<file path="config.mk">
export PLATFORM = sky130hd
export DESIGN_NAME = ttc_tx_frame_scheduler
export DESIGN_NICKNAME = d
export VERILOG_FILES = /design/src/rtl/ttc_tx_pkg.sv /design/src/rtl/ttc_tx_frame_scheduler_rr_arb2.sv /design/src/rtl/ttc_tx_frame_scheduler.sv
export SDC_FILE = /design/constraint.sdc
export NUM_CORES = 1
export LEC_CHECK = 0
export ABC_AREA = 1
export ABC_CLOCK_PERIOD_IN_PS = 2920
export CAP_MARGIN = 20
export CORE_ASPECT_RATIO = 0.75
export CORE_MARGIN = 2
export CORE_UTILIZATION = 55
export DETAILED_ROUTE_END_ITERATION = 8
export PLACE_DENSITY = 0.84
export SETUP_SLACK_MARGIN = 0.02
export SYNTH_ARGS = -nofsm -noshare
export SYNTH_HDL_FRONTEND = slang
export SYNTH_SLANG_ARGS = --single-unit
</file>
<file path="constraint.sdc">
create_clock -name Clk -period 2.92 [get_ports Clk]
set_clock_uncertainty 0.05 [all_clocks]
set_input_delay 0.876 -clock Clk [delete_from_list [all_inputs] [get_ports Clk]]
set_output_delay 0.876 -clock Clk [all_outputs]
set_load 0.01 [all_outputs]
</file>
<file path="src/rtl/ttc_tx_pkg.sv">
// Shared TX scheduler types: FSM states and TX RAM buffer layout.
// No logic; latency and backpressure are not applicable.
package ttc_tx_pkg;

  typedef enum logic [2:0] {
    IDLE,
    HDR0,
    HDR1,
    LEN,
    DRD,
    DWT,
    FIN
  } tx_state_e;

  localparam int BUF_A_BASE = 0;
  localparam int BUF_B_BASE = 512;
  localparam int HDR_BYTES  = 2;

endpackage

</file>
<file path="src/rtl/ttc_tx_frame_scheduler_rr_arb2.sv">
// 2-way round-robin arbiter; the pointer remembers the last granted requester.
// Grant is combinational in the cycle en_i is high; no backpressure path.
module rr_arb2
  import ttc_tx_pkg::*;
(
  input  logic       Clk,
  input  logic       Rst,
  input  logic [1:0] req_i,
  input  logic       en_i,
  output logic [1:0] gnt_o
);

  logic last_q, last_d;  // 0: requester 0 served last, 1: requester 1

  always_comb begin
    gnt_o  = 2'b00;
    last_d = last_q;
    if (en_i) begin
      case (req_i)
        2'b01:   gnt_o = 2'b01;
        2'b10:   gnt_o = 2'b10;
        2'b11:   gnt_o = last_q ? 2'b01 : 2'b10;
        default: gnt_o = 2'b00;
      endcase
      if (gnt_o != 2'b00) last_d = gnt_o[1];
    end
  end

  // Pointer starts at requester 1 so requester 0 wins the first tie.
  always_ff @(posedge Clk or posedge Rst) begin
    if (Rst) last_q <= 1'b1;
    else     last_q <= last_d;
  end

endmodule

</file>
<file path="src/rtl/ttc_tx_frame_scheduler.sv">
// Drains TX frame buffers A/B from the TX RAM into the downlink encoder, one frame per grant.
// First byte 4 cycles after grant, 1 byte per 2 cycles; Out_Valid holds with stable data until Out_Ready.
module ttc_tx_frame_scheduler
  import ttc_tx_pkg::*;
#(
  parameter int ADDR_W    = 10,
  parameter int BUF_BYTES = BUF_B_BASE,
  parameter int MAX_LEN   = BUF_B_BASE - HDR_BYTES
) (
  input  logic              Clk,
  input  logic              Rst,
  input  logic              Tx_Req_A,
  input  logic              Tx_Req_B,
  output logic              Tx_Finish_A,
  output logic              Tx_Finish_B,
  output logic [ADDR_W-1:0] Ram_RA,
  output logic              Ram_REN,
  input  logic [7:0]        Ram_RD,
  output logic [7:0]        Out_Data,
  output logic              Out_Valid,
  input  logic              Out_Ready,
  output logic              Out_Sof,
  output logic              Out_Eof,
  output logic              Busy,
  output logic              Active_Buf,
  output logic              Len_Err
);

  tx_state_e         state_q, state_d;
  logic              buf_q, buf_d;
  logic [15:0]       len_q, len_d;
  logic [15:0]       idx_q, idx_d;
  logic [7:0]        hold_q, hold_d;
  logic              first_q, first_d;
  logic              arm_a_q, arm_a_d;
  logic              arm_b_q, arm_b_d;
  logic [1:0]        gnt;
  logic [15:0]       len_raw;
  logic [7:0]        dwt_byte;
  logic [ADDR_W-1:0] base;

  rr_arb2 u_arb (
    .Clk   (Clk),
    .Rst   (Rst),
    .req_i ({Tx_Req_B & arm_b_q, Tx_Req_A & arm_a_q}),
    .en_i  (state_q == IDLE),
    .gnt_o (gnt)
  );

  assign base     = buf_q ? ADDR_W'(BUF_BYTES) : ADDR_W'(BUF_A_BASE);
  assign len_raw  = {len_q[15:8], Ram_RD};
  // Ram_RD is only live in the first DWT cycle; later stall cycles replay the held copy.
  assign dwt_byte = first_q ? Ram_RD : hold_q;

  always_comb begin
    state_d     = state_q;
    buf_d       = buf_q;
    len_d       = len_q;
    idx_d       = idx_q;
    hold_d      = hold_q;
    first_d     = 1'b0;
    arm_a_d     = arm_a_q | ~Tx_Req_A;
    arm_b_d     = arm_b_q | ~Tx_Req_B;
    Ram_REN     = 1'b0;
    Ram_RA      = '0;
    Out_Data    = 8'h00;
    Out_Valid   = 1'b0;
    Out_Sof     = 1'b0;
    Out_Eof     = 1'b0;
    Len_Err     = 1'b0;
    Tx_Finish_A = 1'b0;
    Tx_Finish_B = 1'b0;
    if (gnt[0]) arm_a_d = 1'b0;
    if (gnt[1]) arm_b_d = 1'b0;
    case (state_q)
      IDLE: begin
        if (gnt != 2'b00) begin
          buf_d   = gnt[1];
          state_d = HDR0;
        end
      end
      HDR0: begin
        Ram_REN = 1'b1;
        Ram_RA  = base;
        state_d = HDR1;
      end
      HDR1: begin
        Ram_REN = 1'b1;
        Ram_RA  = base + ADDR_W'(1);
        len_d   = {Ram_RD, 8'h00};
        state_d = LEN;
      end
      LEN: begin
        idx_d = 16'd0;
        if (len_raw > 16'(MAX_LEN)) begin
          len_d   = 16'(MAX_LEN);
          Len_Err = 1'b1;
        end else begin
          len_d = len_raw;
        end
        state_d = (len_raw == 16'd0) ? FIN : DRD;
      end
      DRD: begin
        Ram_REN = 1'b1;
        Ram_RA  = base + ADDR_W'(HDR_BYTES) + idx_q[ADDR_W-1:0];
        first_d = 1'b1;
        state_d = DWT;
      end
      DWT: begin
        Out_Valid = 1'b1;
        Out_Data  = dwt_byte;
        hold_d    = dwt_byte;
        Out_Sof   = (idx_q == 16'd0);
        Out_Eof   = (idx_q == len_q - 16'd1);
        if (Out_Ready) begin
          idx_d   = idx_q + 16'd1;
          state_d = Out_Eof ? FIN : DRD;
        end
      end
      FIN: begin
        Tx_Finish_A = ~buf_q;
        Tx_Finish_B = buf_q;
        state_d     = IDLE;
      end
      default: state_d = IDLE;
    endcase
  end

  always_ff @(posedge Clk or posedge Rst) begin
    if (Rst) begin
      state_q <= IDLE;
      buf_q   <= 1'b0;
      len_q   <= 16'd0;
      idx_q   <= 16'd0;
      hold_q  <= 8'h00;
      first_q <= 1'b0;
      arm_a_q <= 1'b1;
      arm_b_q <= 1'b1;
    end else begin
      state_q <= state_d;
      buf_q   <= buf_d;
      len_q   <= len_d;
      idx_q   <= idx_d;
      hold_q  <= hold_d;
      first_q <= first_d;
      arm_a_q <= arm_a_d;
      arm_b_q <= arm_b_d;
    end
  end

  assign Busy       = (state_q != IDLE);
  assign Active_Buf = buf_q;

endmodule

</file>
=== Word level (Yosys, flattened, before mapping) ===
Index checks and enable logic that the tools add are counted.

* $add $sub $neg: 5
* Multiply operators: 0
* Divide/modulo/power cells: 0
* Magnitude comparators: 1
* Eq/ne operators: 13
* Shifts and indexed selects: 0
* Mux-type cells: 28
* Bitwise operators: 7
* Reduce and logical (&&, ||, !) cells: 14

{| class="wikitable"
|+ Operators with widths
! kind !! number
|-
| case mux 16 bit (2 select lines) || 2
|-
| logical NOT 16 bit || 2
|-
| 2-to-1 mux 16 bit || 2
|-
| case mux 10 bit (3 select lines) || 1
|-
| case mux 3 bit (6 select lines) || 1
|-
| adder 16 x 1 -> 16 bit (second input constant) || 1
|-
| == test 16 bit || 1
|-
| greater-than comparator 16 x 9 -> 1 bit (second input constant) || 1
|-
| 2-to-1 mux 8 bit || 2
|-
| subtractor 16 x 1 -> 16 bit (second input constant) || 1
|-
| 2-to-1 mux 1 bit || 11
|-
| adder 10 x 1 -> 10 bit (second input constant) || 1
|-
| adder 10 bit || 1
|-
| adder 10 x 2 -> 10 bit (second input constant) || 1
|-
| 2-to-1 mux 10 bit || 1
|-
| 2-to-1 mux 2 bit || 5
|-
| AND reduction 2 bit || 5
|-
| == test 3 bit (second input constant) || 3
|-
| nonzero test 2 bit || 4
|-
| == test 3 x 2 -> 1 bit (second input constant) || 2
|-
| 2-to-1 mux 3 bit || 2
|-
| inequality test 2 bit (second input constant) || 3
|-
| case mux 2 bit (3 select lines) || 1
|-
| == test 2 bit (second input constant) || 2
|-
| other kinds (8) || 12
|}

* Register bits after elaboration: 48
* Latch bits: 0
* Bits in writable memories: 0
* Bits in read-only memories: 0
* Input port bits: 13
* Output and inout port bits: 27
* Memories: 0

=== Logic depth before layout (Yosys ltp) ===
Gate-level depths: netlist of the first run.

* Word-level depth: 8
* Gate-level depth with buffers: 14
* Gate-level depth less buffers: 14

=== Hierarchy ===
Synthesis of the first run repeated with hierarchy kept, for this count alone.

* Cells, all modules: 483
* Area total of the unflattened synthesis: 3321.9 µm²

{| class="wikitable"
|+ By module, submodules not included
! module !! times used !! cells an instance !! area each (µm²) !! seq. area each (µm²)
|-
| ttc_tx_frame_scheduler || 1 || 471 || 3253.1 || 1178.6
|-
| rr_arb2 || 1 || 12 || 68.8 || 26.3
|}

=== Worst setup path before layout of the first run ===
Ideal clock, no wire load.

* Path kind: input to output
* Start point: input Ram_RD[4]
* End point: output Len_Err
* Arrival time: 1.761 ns
* Data required time: 1.994 ns
* Slack: 0.233 ns
* Stages: 7
* Cells stage by stage: inv_1 nor4_1 nand2_1 o21ai_1 nand2_2 buf_4 inv_1

* Word-level cells in the longest chain between the ends: 3

{| class="wikitable"
|+ Ends and longest elaborated chain
! what !! RTL line !! RTL
|-
| start: declaration || ttc_tx_frame_scheduler.sv:18 || <nowiki>input logic [7:0] Ram_RD,</nowiki>
|-
| greater-than comparator 16 x 9 -> 1 bit || ttc_tx_frame_scheduler.sv:95 || <nowiki>if (len_raw > 16'(MAX_LEN)) begin</nowiki>
|-
| 2-to-1 mux 1 bit || ttc_tx_frame_scheduler.sv:95 ||
|-
| 2-to-1 mux 1 bit || ttc_tx_frame_scheduler.sv:75 || <nowiki>case (state_q)</nowiki>
|-
| end: declaration || ttc_tx_frame_scheduler.sv:26 || <nowiki>output logic Len_Err</nowiki>
|}

No other way between the ends.

=== Worst setup path after layout of the first run ===
* Start point: register len_q[0]
* End point: output Out_Eof

* Word-level cells in the longest chain between the ends: 3

{| class="wikitable"
|+ Ends and longest elaborated chain
! what !! RTL line !! RTL
|-
| start: declaration || ttc_tx_frame_scheduler.sv:31 || <nowiki>logic [15:0] len_q, len_d;</nowiki>
|-
| start signal: assignment || ttc_tx_frame_scheduler.sv:142 || <nowiki>len_q <= len_d;</nowiki>
|-
| subtractor 16 x 1 -> 16 bit || ttc_tx_frame_scheduler.sv:114 || <nowiki>Out_Eof = (idx_q == len_q - 16'd1);</nowiki>
|-
| == test 16 bit || ttc_tx_frame_scheduler.sv:114 ||
|-
| 2-to-1 mux 1 bit || ttc_tx_frame_scheduler.sv:75 ||
|-
| end: declaration || ttc_tx_frame_scheduler.sv:23 || <nowiki>output logic Out_Eof,</nowiki>
|}

No other way between the ends.

==> results of run 1 <==
[cells in the final DEF, fill, tap and decap left out, types with 6 or more instances in the layout]
master / n
clkdlybuf4s50_1: 10
o221ai_1: 6
nor2_2: 13
inv_2: 16
nand2_2: 6
nor3_1: 16
o21ai_0: 23
a21o_1: 8
clkbuf_8: 6
dlygate4sd2_1: 17
xor2_1: 7
nor2_1: 44
buf_4: 58
inv_1: 54
nand2_1: 108
a21oi_1: 21
nand3_1: 24
dlymetal6s2s_1: 8
dfrtp_1: 41
[routing by layer]
layer  vias up  share of wire (%)  global-route usage, %
li1       1692                  -                      -
met1      1678                 43                   43.6
met2       177                 46                   46.1
met3        32                7.6                   5.01
met4         0                3.5                   11.9
met5         -                  0                      0
[report_power, final]
part | switching [µW] | total, µW | internal, µW
registers | 231 | 1130 | 903
clock network | 236 | 428 | 193
logic | 1200 | 2070 | 868
[worst max path at each step]
stage	start	to	slack [ps]	depth (start not counted)
2_1_floorplan	Ram_RD[4]	Len_Err	230	7
3_3_place_gp	Ram_RD[1]	Len_Err	-630	8
3_5_place_dp	Ram_RD[1]	Len_Err	-670	8
4_1_cts	Ram_RD[1]	Len_Err	-220	8
5_1_grt	len_q[1]	Out_Eof	-90	14
6_report	len_q[0]	Out_Eof	30	12
[logic make-up (layout without fill, tap and decap cells)]
family	count (synthesis)	count (layout)	share of synthesized area, %
buffers and inverters	82	179	10.3
DFF	48	48	36.9
xor gates and xnor gates	12	12	3.22
AOI/OAI and AO/OA	75	75	13.4
and+or+nand+nor	245	245	34.6
adders and majority gates	4	4	1.53
[tightest hold or removal path, delay by kind of cell (launching register included)]
family | cells | cell delay [ps]
flip-flops | 1 | 380
buffers and inverters | 1 | 40
AO/OA/AOI/OAI | 1 | 50
[flip-flops by register name, summed over array words and instances (netlist names)]
name,cells
Active_Buf,1
arm_a_q,1
u_arb.last_q,1
idx_q,16
len_q,16
state_q,3
first_q,1
hold_q,8
arm_b_q,1
[area by class of cell]
| cell class | count | area, µm² |
|---|---|---|
| Sequential cell | 48 | 1210 |
| Clock buffer | 7 | 86.3 |
| Multi-Input combinational cell | 336 | 1870 |
| Inverter | 72 | 273 |
| Tap cell | 78 | 97.6 |
| Clock inverter | 1 | 7.51 |
| Timing Repair Buffer | 99 | 827 |
| Fill cell | 429 | 1400 |
[repair_timing]
action,in CTS,in global routing
setup endpoints to repair,22,11
buffers inserted,10,6
gates resized for setup,49,40
pin swaps,10,23
[per-stage QoR]
| step | instance area [µm²] | setup TNS [ps] | hold WS (ps) | util, % |
|---|---|---|---|---|
| finish | 4370 | 0 | 421 | 75.7 |
| global route | 4370 | -94.3 | 453 | 75.7 |
| CTS | 4210 | -222 | 424 | 73.0 |
| detailed placement | 4020 | -2460 | 410 | 69.7 |
| global placement | 4020 | -2320 | 400 | 69.7 |
| floorplan | 3270 | 0 | 391 | - |
==> impl_results.html, run 1 <==
<table>
<tr><th>Metric</th><th>Value</th></tr>
<tr><th colspan="2">Setup path</th></tr>
<tr><td>Nature of the critical path endpoint</td><td>output pin</td></tr>
<tr><td>Cells traversed along the worst timing path</td><td>inv_2, ha_4, inv_1, nand2_1, nand2_1, nand3_2, nor2_2, nand3_2, nor2_2, nand2_1, nor2_2, buf_2</td></tr>
<tr><td>Largest delay share family, worst path</td><td>simple AND/OR/NAND/NOR gates</td></tr>
<tr><td>Number of buffer and inverter instances along the worst setup path</td><td>3</td></tr>
<tr><td>Terminus of the critical flop-to-flop path</td><td>state_q[1]</td></tr>
<tr><td>Critical-path top delay cell</td><td>dfrtp_1</td></tr>
<tr><td>Required time reported for the critical path endpoint</td><td>approximately 2000 ps</td></tr>
<tr><td>Largest stage delay, worst path</td><td>slightly below 400 ps</td></tr>
<tr><td>Kind of start point of the critical path</td><td>flop</td></tr>
<tr><td>Startpoint of the lowest-slack register-to-register path</td><td>len_q[0]</td></tr>
<tr><td>Data arrival time of the critical path</td><td>a little under 2000 ps</td></tr>
<tr><td>Setup CP Type</td><td>reg -&gt; out</td></tr>
<tr><td>Crit path max fanout</td><td>2</td></tr>
<tr><td>Depth of the most critical reg-to-reg path</td><td>17</td></tr>
<tr><td>Register-to-register setup slack</td><td>830 ps</td></tr>
<tr><th colspan="2">GRT</th></tr>
<tr><td>Pin count of the biggest net entering global routing</td><td>between 40 and 50</td></tr>
<tr><td>Via count of the first global-routing pass</td><td>3244</td></tr>
<tr><td>Antenna violations before repair</td><td>0</td></tr>
<tr><td>Total global routing overflow</td><td>0</td></tr>
<tr><td>Overall track demand over capacity in global routing</td><td>between 30% and 40%</td></tr>
<tr><td>First-pass GRT wire length</td><td>approximately 16 mm</td></tr>
<tr><th colspan="2">Floorplanning</th></tr>
<tr><td>Core Region</td><td>between 0.005 and 0.006 mm²</td></tr>
<tr><td>Num rows</td><td>24</td></tr>
<tr><td>Starting Density</td><td>between 50% and 60%</td></tr>
<tr><td>Area of the die</td><td>about 0.0066 mm²</td></tr>
<tr><td>Chip height</td><td>~71 µm</td></tr>
<tr><td>Die width</td><td>between 90 and 100 µm</td></tr>
<tr><td>Top-level I/O count</td><td>40</td></tr>
<tr><th colspan="2">Synthesis</th></tr>
<tr><td>Synth cell count leaders</td><td>nand2_1, inv_1, nor2_1, dfrtp_1, nand3_1</td></tr>
<tr><td>Share of flip-flops with an asynchronous set or reset</td><td>100%</td></tr>
<tr><td>Count of flip-flops with a built-in enable after synthesis</td><td>0</td></tr>
<tr><td>Most frequent cell after synthesis</td><td>nand2_1</td></tr>
<tr><td>Netlist area before placement</td><td>0.00327 mm²</td></tr>
<tr><td>Yosys synthesis warning count</td><td>0</td></tr>
<tr><td>Most area-hungry cell type in the Yosys netlist</td><td>dfrtp_1</td></tr>
<tr><td>Share of the synthesized area in the top cell type</td><td>approximately a third</td></tr>
<tr><td>Mean post-synth cell area</td><td>approximately 7 µm²</td></tr>
<tr><td>Number of register bits inferred by synthesis</td><td>48</td></tr>
<tr><td>Synth Net Count</td><td>about 480</td></tr>
<tr><td>Proportion of synthesized chip area in sequential cells</td><td>a little under two fifths</td></tr>
<tr><td>Top cells by area in the synthesized netlist</td><td>dfrtp_1, nand2_1, inv_1</td></tr>
<tr><td>Most used flip-flop cell after synthesis</td><td>dfrtp_1</td></tr>
<tr><td>Post-synth cell types</td><td>42</td></tr>
<tr><td>Cells after Synth</td><td>~470</td></tr>
<tr><th colspan="2">STA</th></tr>
<tr><td>Max Clk Rate</td><td>~350 MHz</td></tr>
<tr><td>Ratio of final minimum period to clock period</td><td>between 90% and 100%</td></tr>
<tr><td>Setup repair after global routing missed its margin</td><td>true</td></tr>
<tr><td>Count of pins over their slew limit</td><td>0</td></tr>
<tr><td>Slew at the pin with the worst max-slew slack</td><td>about 620 ps</td></tr>
<tr><td>Setup ws final</td><td>30.9 ps</td></tr>
<tr><td>Final setup violation count</td><td>0</td></tr>
<tr><td>Hold violation total from the final report</td><td>0</td></tr>
<tr><td>Worst slew margin relative to its limit</td><td>between 50% and 60%</td></tr>
<tr><td>Min Clock Period, post-route</td><td>just under 3000 ps</td></tr>
<tr><th colspan="2">Route</th></tr>
<tr><td>Post-detailed-route count of antenna-violating nets</td><td>0</td></tr>
<tr><td>Total routed wirelength</td><td>~9.9 mm</td></tr>
<tr><td>Pre-Repair DR Iteration Count</td><td>5</td></tr>
<tr><td>Vias per std cell</td><td>around 5.6</td></tr>
<tr><td>Via Count</td><td>3579</td></tr>
<tr><td>DRC violations left</td><td>0</td></tr>
<tr><td>Final routed wire length divided by cell count</td><td>about 15 µm</td></tr>
<tr><td>DRC violation total after the first TritonRoute iteration</td><td>approximately 320</td></tr>
<tr><th colspan="2">Outcome</th></tr>
<tr><td>Result of the run</td><td>finished clean</td></tr>
<tr><th colspan="2">CTS</th></tr>
<tr><td>Sink Count</td><td>48</td></tr>
<tr><td>Maximum number of buffers from clock root to sink</td><td>2</td></tr>
<tr><td>H-tree depth</td><td>2</td></tr>
<tr><td>Clk Latency, worst-skew pair</td><td>310 ps</td></tr>
<tr><td>Clock tree from TritonCTS</td><td>yes</td></tr>
<tr><td>Hold buffers post-CTS</td><td>0</td></tr>
<tr><td>Worst-path clk slew</td><td>~90 ps</td></tr>
<tr><td>Cell chosen for the clock root</td><td>clkbuf_8</td></tr>
<tr><td>Num CTS Buffers</td><td>5</td></tr>
<tr><th colspan="2">Power</th></tr>
<tr><td>Worst supply voltage drop on vdd</td><td>approximately 0.66 mV</td></tr>
<tr><td>Power per unit of standard cell area</td><td>between 800 and 900 mW/mm²</td></tr>
<tr><td>LEAKAGE</td><td>0.00233 µW</td></tr>
<tr><td>Total design power</td><td>approximately 3600 µW</td></tr>
<tr><th colspan="2">Worst hold path</th></tr>
<tr><td>Hold Path End</td><td>arm_b_q</td></tr>
<tr><td>Worst hold path startpoint</td><td>arm_b_q</td></tr>
<tr><td>Cell count of the worst hold path</td><td>2</td></tr>
<tr><td>Type of the most critical hold path</td><td>reg -&gt; reg</td></tr>
<tr><th colspan="2">Place</th></tr>
<tr><td>Quantity of I/O buffers inserted on ports</td><td>39</td></tr>
<tr><td>Gp weighted congestion</td><td>about 0.96</td></tr>
<tr><td>Setup slack at placement</td><td>-666 ps</td></tr>
<tr><td>Cell count after placement</td><td>roughly 600</td></tr>
<tr><td>DPL Wire Length</td><td>approximately 7.0 mm</td></tr>
<tr><th colspan="2">Final layout</th></tr>
<tr><td>Final layout net count</td><td>around 580</td></tr>
<tr><td>Non-Filler Instances</td><td>between 600 and 700</td></tr>
<tr><td>Fraction of layout cells with a size suffix above 1</td><td>between 20 and 30%</td></tr>
<tr><td>Layout overhead on the synthesized area</td><td>33.7%</td></tr>
<tr><td>N_diodes</td><td>0</td></tr>
<tr><th colspan="2">Flow run</th></tr>
<tr><td>Max_cap viols</td><td>0</td></tr>
</table>
Note: power is estimated with default switching activity, not from simulation.
==> run 2: changes to the inputs <==
- CORE_ASPECT_RATIO: 0.75 -> default
- TNS_END_PERCENT: default -> 1
==> impl_results.html, run 2 (synthesized netlist as in run 1, its figures left out) <==
<table>
<tr><th>Metric</th><th>Value</th></tr>
<tr><th colspan="2">Outcome</th></tr>
<tr><td>Result of the run</td><td>finished clean</td></tr>
<tr><th colspan="2">Route</th></tr>
<tr><td>Via Count</td><td>3495</td></tr>
<tr><td>Pre-Repair DR Iteration Count</td><td>5</td></tr>
<tr><td>DRC violation total after the first TritonRoute iteration</td><td>approximately 360</td></tr>
<tr><td>Post-detailed-route count of antenna-violating nets</td><td>0</td></tr>
<tr><td>Vias per std cell</td><td>about 5.6</td></tr>
<tr><td>Final routed wire length divided by cell count</td><td>about 15 µm</td></tr>
<tr><td>Total routed wirelength</td><td>about 9.2 mm</td></tr>
<tr><td>DRC violations left</td><td>0</td></tr>
<tr><th colspan="2">STA</th></tr>
<tr><td>Min Clock Period, post-route</td><td>2920 ps</td></tr>
<tr><td>Count of pins over their slew limit</td><td>0</td></tr>
<tr><td>Hold violation total from the final report</td><td>0</td></tr>
<tr><td>Setup ws final</td><td>between 0.15 and 0.2 ps</td></tr>
<tr><td>Slew at the pin with the worst max-slew slack</td><td>~620 ps</td></tr>
<tr><td>Max Clk Rate</td><td>roughly 340 MHz</td></tr>
<tr><td>Ratio of final minimum period to clock period</td><td>between 90% and 100%</td></tr>
<tr><td>Final setup violation count</td><td>0</td></tr>
<tr><td>Worst slew margin relative to its limit</td><td>between 50% and 60%</td></tr>
<tr><td>Fin Setup TNS</td><td>0 ps</td></tr>
<tr><td>Setup repair after global routing missed its margin</td><td>true</td></tr>
<tr><th colspan="2">Place</th></tr>
<tr><td>Setup slack at placement</td><td>-631 ps</td></tr>
<tr><td>Gp weighted congestion</td><td>about 0.90</td></tr>
<tr><td>DPL Wire Length</td><td>approximately 6.7 mm</td></tr>
<tr><td>Quantity of I/O buffers inserted on ports</td><td>39</td></tr>
<tr><td>DP Area</td><td>about 0.0040 mm²</td></tr>
<tr><th colspan="2">Floorplanning</th></tr>
<tr><td>Num rows</td><td>28</td></tr>
<tr><td>Chip height</td><td>~80 µm</td></tr>
<tr><td>Area of the die</td><td>about 0.0066 mm²</td></tr>
<tr><td>Starting Density</td><td>between 50% and 60%</td></tr>
<tr><td>Core Region</td><td>between 0.005 and 0.006 mm²</td></tr>
<tr><td>Die width</td><td>81.1 µm</td></tr>
<tr><td>Top-level I/O count</td><td>40</td></tr>
<tr><th colspan="2">Final layout</th></tr>
<tr><td>Multi-input logic area</td><td>roughly 0.0019 mm²</td></tr>
<tr><td>Fraction of layout cells with a size suffix above 1</td><td>between 20% and 30%</td></tr>
<tr><td>Layout overhead on the synthesized area</td><td>31.4%</td></tr>
<tr><td>Most frequent cells in the layout</td><td>nand2_1, inv_1, buf_4</td></tr>
<tr><td>Most common library cell in the layout ignoring fill and taps</td><td>nand2_1</td></tr>
<tr><td>Core utilization of the finished layout</td><td>73.8%</td></tr>
<tr><td>Regs by FF count</td><td>idx_q (16), len_q (16), hold_q (8)</td></tr>
<tr><td>Design Area, Final</td><td>0.00429 mm²</td></tr>
<tr><td>Seq. cell area</td><td>between 0.001 and 0.0015 mm²</td></tr>
<tr><td>Layout filler cell count</td><td>between 400 and 500</td></tr>
<tr><td>Final layout net count</td><td>568</td></tr>
<tr><th colspan="2">GRT</th></tr>
<tr><td>Total global routing overflow</td><td>0</td></tr>
<tr><td>Via count of the first global-routing pass</td><td>~3300</td></tr>
<tr><td>Overall track demand over capacity in global routing</td><td>between 20% and 30%</td></tr>
<tr><td>Pin count of the biggest net entering global routing</td><td>49</td></tr>
<tr><td>Antenna violations before repair</td><td>1</td></tr>
<tr><td>First-pass GRT wire length</td><td>14.6 mm</td></tr>
<tr><th colspan="2">Power</th></tr>
<tr><td>LEAKAGE</td><td>between 0.002 and 0.0025 µW</td></tr>
<tr><td>Share of total power in combinational logic</td><td>a little over half</td></tr>
<tr><td>Fraction of power consumed by the clock network</td><td>roughly 14%</td></tr>
<tr><td>Worst supply voltage drop on vdd</td><td>0.588 mV</td></tr>
<tr><td>Total design power</td><td>~3600 µW</td></tr>
<tr><td>Power per unit of standard cell area</td><td>between 800 and 900 mW/mm²</td></tr>
<tr><td>Switching power total</td><td>1610 µW</td></tr>
<tr><td>Cell-internal power</td><td>between 1500 and 2000 µW</td></tr>
<tr><td>Power share of the sequential group</td><td>roughly 32%</td></tr>
<tr><td>Switching part of the total</td><td>approximately 45%</td></tr>
<tr><th colspan="2">Setup path</th></tr>
<tr><td>Startpoint of the lowest-slack register-to-register path</td><td>idx_q[1]</td></tr>
<tr><td>Kind of start point of the critical path</td><td>flop</td></tr>
<tr><td>Data arrival time of the critical path</td><td>between 1500 and 2000 ps</td></tr>
<tr><td>Register-to-register setup slack</td><td>about 860 ps</td></tr>
<tr><td>Required time reported for the critical path endpoint</td><td>between 1500 and 2000 ps</td></tr>
<tr><td>Nature of the critical path endpoint</td><td>output pin</td></tr>
<tr><td>Terminus of the critical flop-to-flop path</td><td>idx_q[14]</td></tr>
<tr><td>Crit path max fanout</td><td>6</td></tr>
<tr><td>Setup CP Type</td><td>reg -&gt; out</td></tr>
<tr><td>Depth of the most critical reg-to-reg path</td><td>11</td></tr>
<tr><th colspan="2">Worst hold path</th></tr>
<tr><td>Hold Path End</td><td>arm_b_q</td></tr>
<tr><td>Worst hold path startpoint</td><td>arm_b_q</td></tr>
<tr><td>Type of the most critical hold path</td><td>reg -&gt; reg</td></tr>
<tr><td>Cell count of the worst hold path</td><td>2</td></tr>
<tr><th colspan="2">CTS</th></tr>
<tr><td>Worst-path clk slew</td><td>90 ps</td></tr>
<tr><td>Clock tree from TritonCTS</td><td>yes</td></tr>
<tr><td>Cell chosen for the clock root</td><td>clkbuf_8</td></tr>
<tr><td>H-tree depth</td><td>2</td></tr>
<tr><td>Maximum number of buffers from clock root to sink</td><td>2</td></tr>
<tr><td>Num CTS Buffers</td><td>5</td></tr>
<tr><td>Sink Count</td><td>48</td></tr>
<tr><td>Clk Latency, worst-skew pair</td><td>300 ps</td></tr>
<tr><th colspan="2">Flow run</th></tr>
<tr><td>Max_cap viols</td><td>0</td></tr>
</table>
[run 2: changes by cell type in the layout (fill, tap and decap cells not counted), moves of 2 or more]
cell,delta
clkbuf_2,+3
inv_1,-2
nand2_2,-2
inv_2,+2
nor2_4,+3
clkdlybuf4s50_1,+3
buf_4,-11
nand2_1,+2
dlygate4sd2_1,-4
dlymetal6s2s_1,-4
nor2_2,-4
[run 2: repair_timing]
action / CTS / global route
hold buffers: 0 / 0
buffers inserted: 2 / 3
endpoints found under the setup margin: 19 / 11
gates cloned: 0 / 0
resized for setup: 44 / 52
pin swaps: 4 / 19
[run 2: final cells by class]
cell class | count | share of cell area [%]
Tap cell | 75 | 2.19
Clock buffer | 5 | 1.60
Timing Repair Buffer | 88 | 17.1
Inverter | 72 | 6.36
Clock inverter | 3 | 0.992
Sequential cell | 48 | 28.2
Multi-Input combinational cell | 336 | 43.6
Antenna cell | 1 | 0.0583
[run 2: worst max path at each step]
stage	from	endpoint	slack, ps	depth (start not counted)
finish	len_q[3]	Out_Eof	0.2	10
global route	len_q[1]	Out_Eof	-150	14
CTS	Ram_RD[6]	Len_Err	-140	8
detailed placement	Ram_RD[5]	Len_Err	-630	8
global placement	Ram_RD[5]	Len_Err	-620	8
floorplan	Ram_RD[4]	Len_Err	230	7
[run 2: per-stage QoR]
stage,cells,hold WS [ps]
CTS,624,423
global route,628,444
detailed placement,614,408
floorplan,466,391
finish,628,416
global placement,614,400
[run 2: power by group through the flow]
stage	sequential (µW)	combinational, µW	clock, µW
final	1150	1940	486
after global routing	1180	2160	522
after CTS	1130	1760	491
after detailed placement	1140	1740	0
after global placement	1120	1690	0
after floorplan	1100	1180	0
[run 2: worst max-delay path, cell delays in order, from the launching register on]
cell and delay [ps]:
dfrtp_1 480, nor2_1 270, nand2_4 120, nor2_4 120, nand2_1 70, nand2_1 70, nand2_1 70, nor2_1 120
nand3_1 100, nor2_2 130, buf_2 140
[run 2: metal layers]
layer	share of wire (%)	wire length (µm)	GRT usage, %	up-vias
li1	-	-	-	1676
met1	39	3600	34.4	1615
met2	50	4630	50.2	163
met3	6.4	587	5.22	41
met4	4.0	370	12.5	0
met5	0	0	0	-
==> run 3: changes to the inputs <==
- ABC_CLOCK_PERIOD_IN_PS: 2920 -> 3300
- GPL_ROUTABILITY_DRIVEN: default -> 0
- clock period: 2.92 -> 3.3 ns (I/O delays scaled with it)
==> impl_results.html, run 3 (synthesized netlist as in run 1, its figures left out) <==
<table>
<tr><th>Metric</th><th>Value</th></tr>
<tr><th colspan="2">Route</th></tr>
<tr><td>Final routed wire length divided by cell count</td><td>roughly 14 µm</td></tr>
<tr><td>DRC violation total after the first TritonRoute iteration</td><td>189</td></tr>
<tr><td>Via Count</td><td>between 3000 and 4000</td></tr>
<tr><td>Vias per std cell</td><td>~5.5</td></tr>
<tr><td>DRC violations left</td><td>0</td></tr>
<tr><td>Post-detailed-route count of antenna-violating nets</td><td>0</td></tr>
<tr><td>Total routed wirelength</td><td>about 8.6 mm</td></tr>
<tr><td>Pre-Repair DR Iteration Count</td><td>4</td></tr>
<tr><th colspan="2">CTS</th></tr>
<tr><td>Clk Latency, worst-skew pair</td><td>~300 ps</td></tr>
<tr><td>Num CTS Buffers</td><td>5</td></tr>
<tr><td>Clock tree from TritonCTS</td><td>yes</td></tr>
<tr><td>Worst-path clk slew</td><td>around 100 ps</td></tr>
<tr><td>Sink Count</td><td>48</td></tr>
<tr><td>Maximum number of buffers from clock root to sink</td><td>2</td></tr>
<tr><td>H-tree depth</td><td>2</td></tr>
<tr><td>Cell chosen for the clock root</td><td>clkbuf_8</td></tr>
<tr><th colspan="2">Final layout</th></tr>
<tr><td>Most frequent cells in the layout</td><td>nand2_1, inv_1, nor2_1</td></tr>
<tr><td>Layout overhead on the synthesized area</td><td>23.6%</td></tr>
<tr><td>Most common library cell in the layout ignoring fill and taps</td><td>nand2_1</td></tr>
<tr><td>Final layout net count</td><td>roughly 550</td></tr>
<tr><td>Non-Filler Instances</td><td>605</td></tr>
<tr><td>Design Area, Final</td><td>~0.0040 mm²</td></tr>
<tr><td>N_diodes</td><td>0</td></tr>
<tr><td>Regs by FF count</td><td>idx_q (16), len_q (16), hold_q (8)</td></tr>
<tr><td>Fraction of layout cells with a size suffix above 1</td><td>15.3%</td></tr>
<tr><td>Core utilization of the finished layout</td><td>a little over two thirds</td></tr>
<tr><th colspan="2">Outcome</th></tr>
<tr><td>Failing checks</td><td>negative setup slack</td></tr>
<tr><td>Result of the run</td><td>finished with violations</td></tr>
<tr><th colspan="2">Place</th></tr>
<tr><td>Cell count after placement</td><td>just under 600</td></tr>
<tr><td>DP Area</td><td>roughly 0.0039 mm²</td></tr>
<tr><td>Quantity of I/O buffers inserted on ports</td><td>39</td></tr>
<tr><td>DPL Wire Length</td><td>around 6.6 mm</td></tr>
<tr><th colspan="2">Floorplanning</th></tr>
<tr><td>Starting Density</td><td>56.2%</td></tr>
<tr><td>Num rows</td><td>28</td></tr>
<tr><td>Die width</td><td>~81 µm</td></tr>
<tr><td>Area of the die</td><td>between 0.006 and 0.007 mm²</td></tr>
<tr><td>Chip height</td><td>a little over 80 µm</td></tr>
<tr><td>Core Region</td><td>between 0.005 and 0.006 mm²</td></tr>
<tr><td>Top-level I/O count</td><td>40</td></tr>
<tr><th colspan="2">STA</th></tr>
<tr><td>Final setup violation count</td><td>1</td></tr>
<tr><td>Ratio of final minimum period to clock period</td><td>101%</td></tr>
<tr><td>Slew at the pin with the worst max-slew slack</td><td>approximately 370 ps</td></tr>
<tr><td>Hold violation total from the final report</td><td>0</td></tr>
<tr><td>Max Clk Rate</td><td>approximately 300 MHz</td></tr>
<tr><td>Setup ws final</td><td>-21.4 ps</td></tr>
<tr><td>Hold slack</td><td>418 ps</td></tr>
<tr><td>Setup repair after global routing missed its margin</td><td>true</td></tr>
<tr><td>Min Clock Period, post-route</td><td>about 3300 ps</td></tr>
<tr><td>Count of pins over their slew limit</td><td>0</td></tr>
<tr><td>Worst slew margin relative to its limit</td><td>approximately 75%</td></tr>
<tr><th colspan="2">Setup path</th></tr>
<tr><td>CP most frequent cell</td><td>inv_1</td></tr>
<tr><td>Largest stage delay, worst path</td><td>between 400 and 500 ps</td></tr>
<tr><td>Data arrival time of the critical path</td><td>2280 ps</td></tr>
<tr><td>Crit path max fanout</td><td>2</td></tr>
<tr><td>Required time reported for the critical path endpoint</td><td>between 2000 and 2500 ps</td></tr>
<tr><td>Register-to-register setup slack</td><td>approximately 1400 ps</td></tr>
<tr><td>Number of buffer and inverter instances along the worst setup path</td><td>4</td></tr>
<tr><td>Kind of start point of the critical path</td><td>input pin</td></tr>
<tr><td>Nature of the critical path endpoint</td><td>output pin</td></tr>
<tr><td>Setup CP Type</td><td>in -&gt; out</td></tr>
<tr><td>Largest delay share family, worst path</td><td>buffers and inverters</td></tr>
<tr><td>Critical-path top delay cell</td><td>clkdlybuf4s50_1</td></tr>
<tr><td>Cells traversed along the worst timing path</td><td>clkdlybuf4s50_1, inv_1, nor4_2, nand2_1, o21ai_1, nand2_2, inv_1, buf_2</td></tr>
<tr><th colspan="2">Worst hold path</th></tr>
<tr><td>Type of the most critical hold path</td><td>reg -&gt; reg</td></tr>
<tr><th colspan="2">GRT</th></tr>
<tr><td>Total global routing overflow</td><td>0</td></tr>
<tr><td>Overall track demand over capacity in global routing</td><td>between 20 and 30%</td></tr>
<tr><td>Via count of the first global-routing pass</td><td>around 3100</td></tr>
<tr><td>Pin count of the biggest net entering global routing</td><td>22</td></tr>
<tr><td>First-pass GRT wire length</td><td>roughly 14 mm</td></tr>
<tr><td>Antenna violations before repair</td><td>0</td></tr>
<tr><th colspan="2">Flow run</th></tr>
<tr><td>Max_cap viols</td><td>0</td></tr>
<tr><th colspan="2">Power</th></tr>
<tr><td>Worst supply voltage drop on vdd</td><td>approximately 0.49 mV</td></tr>
<tr><td>LEAKAGE</td><td>approximately 0.0021 µW</td></tr>
<tr><td>Power per unit of standard cell area</td><td>between 700 and 800 mW/mm²</td></tr>
</table>
run 3: cell count changes in the layout (fill, tap and decap cells not counted), sizes merged, moves of 2 or more:
cell / previous run / this run
dlygate4sd2: 13 / 9
clkbuf: 9 / 6
dlymetal6s2s: 4 / 2
clkdlybuf4s15: 2 / 0
clkdlybuf4s50: 13 / 27
buf: 52 / 28
run 3: final timing paths:
path,endpoint,depth (start not counted),start
worst min-delay path,arm_b_q,2,arm_b_q
worst min register to register,arm_b_q,2,arm_b_q
worst max-delay path,Len_Err,8,Ram_RD[3]
worst max register to register,state_q[1],15,len_q[1]
max in group asynchronous,idx_q[3],3,Rst
min in group asynchronous,first_q,2,Rst
run 3: cell type report:
type	count	area (µm²)
clock buffer	6	72.6
clock inverter	2	35.0
timing repair buffer	66	582
multi-input combinational	336	1770
fill	502	1780
sequential	48	1210
inverter	72	273
tap	75	93.8
run 3: power by group:
| group | switching [µW] | leakage (µW) | internal, µW |
|---|---|---|---|
| Sequential | 229 | 0.000617 | 797 |
| Clock | 197 | 0.0000552 | 225 |
| Combinational | 868 | 0.00139 | 590 |
| Total | 1290 | 0.00206 | 1610 |
run 3: layer usage:
metal | vias to the layer above | GRT usage [%] | part of all wire (%)
met5 | - | 0 | 0
li1 | 1636 | - | -
met2 | 120 | 48.3 | 50
met1 | 1542 | 34.1 | 41
met4 | 0 | 10.7 | 2.6
met3 | 19 | 4.67 | 6.0
run 3: worst reg2reg max path, delay by kind of cell (launching register included):
family | cells | cell delay [ps]
simple gates | 11 | 990
fa+ha+maj | 1 | 180
flops | 1 | 400
buf+inv | 3 | 250
run 3: through the flow:
| step | setup TNS (ps) | power (µW) | worst slack (ps) |
|---|---|---|---|
| floorplan | 0 | 2010 | 385 |
| global placement | -956 | 2400 | -475 |
| detailed placement | -953 | 2460 | -519 |
| CTS | -188 | 2880 | -78.8 |
| global route | -244 | 3130 | -114 |
| finish | -21.4 | 2910 | -21.4 |
run 3: what timing repair did:
action	4_1_cts	5_1_grt
setup endpoints to repair	13	7
pin swaps	4	2
hold buffers	0	0
gates resized for setup	22	8
buffers inserted	0	2
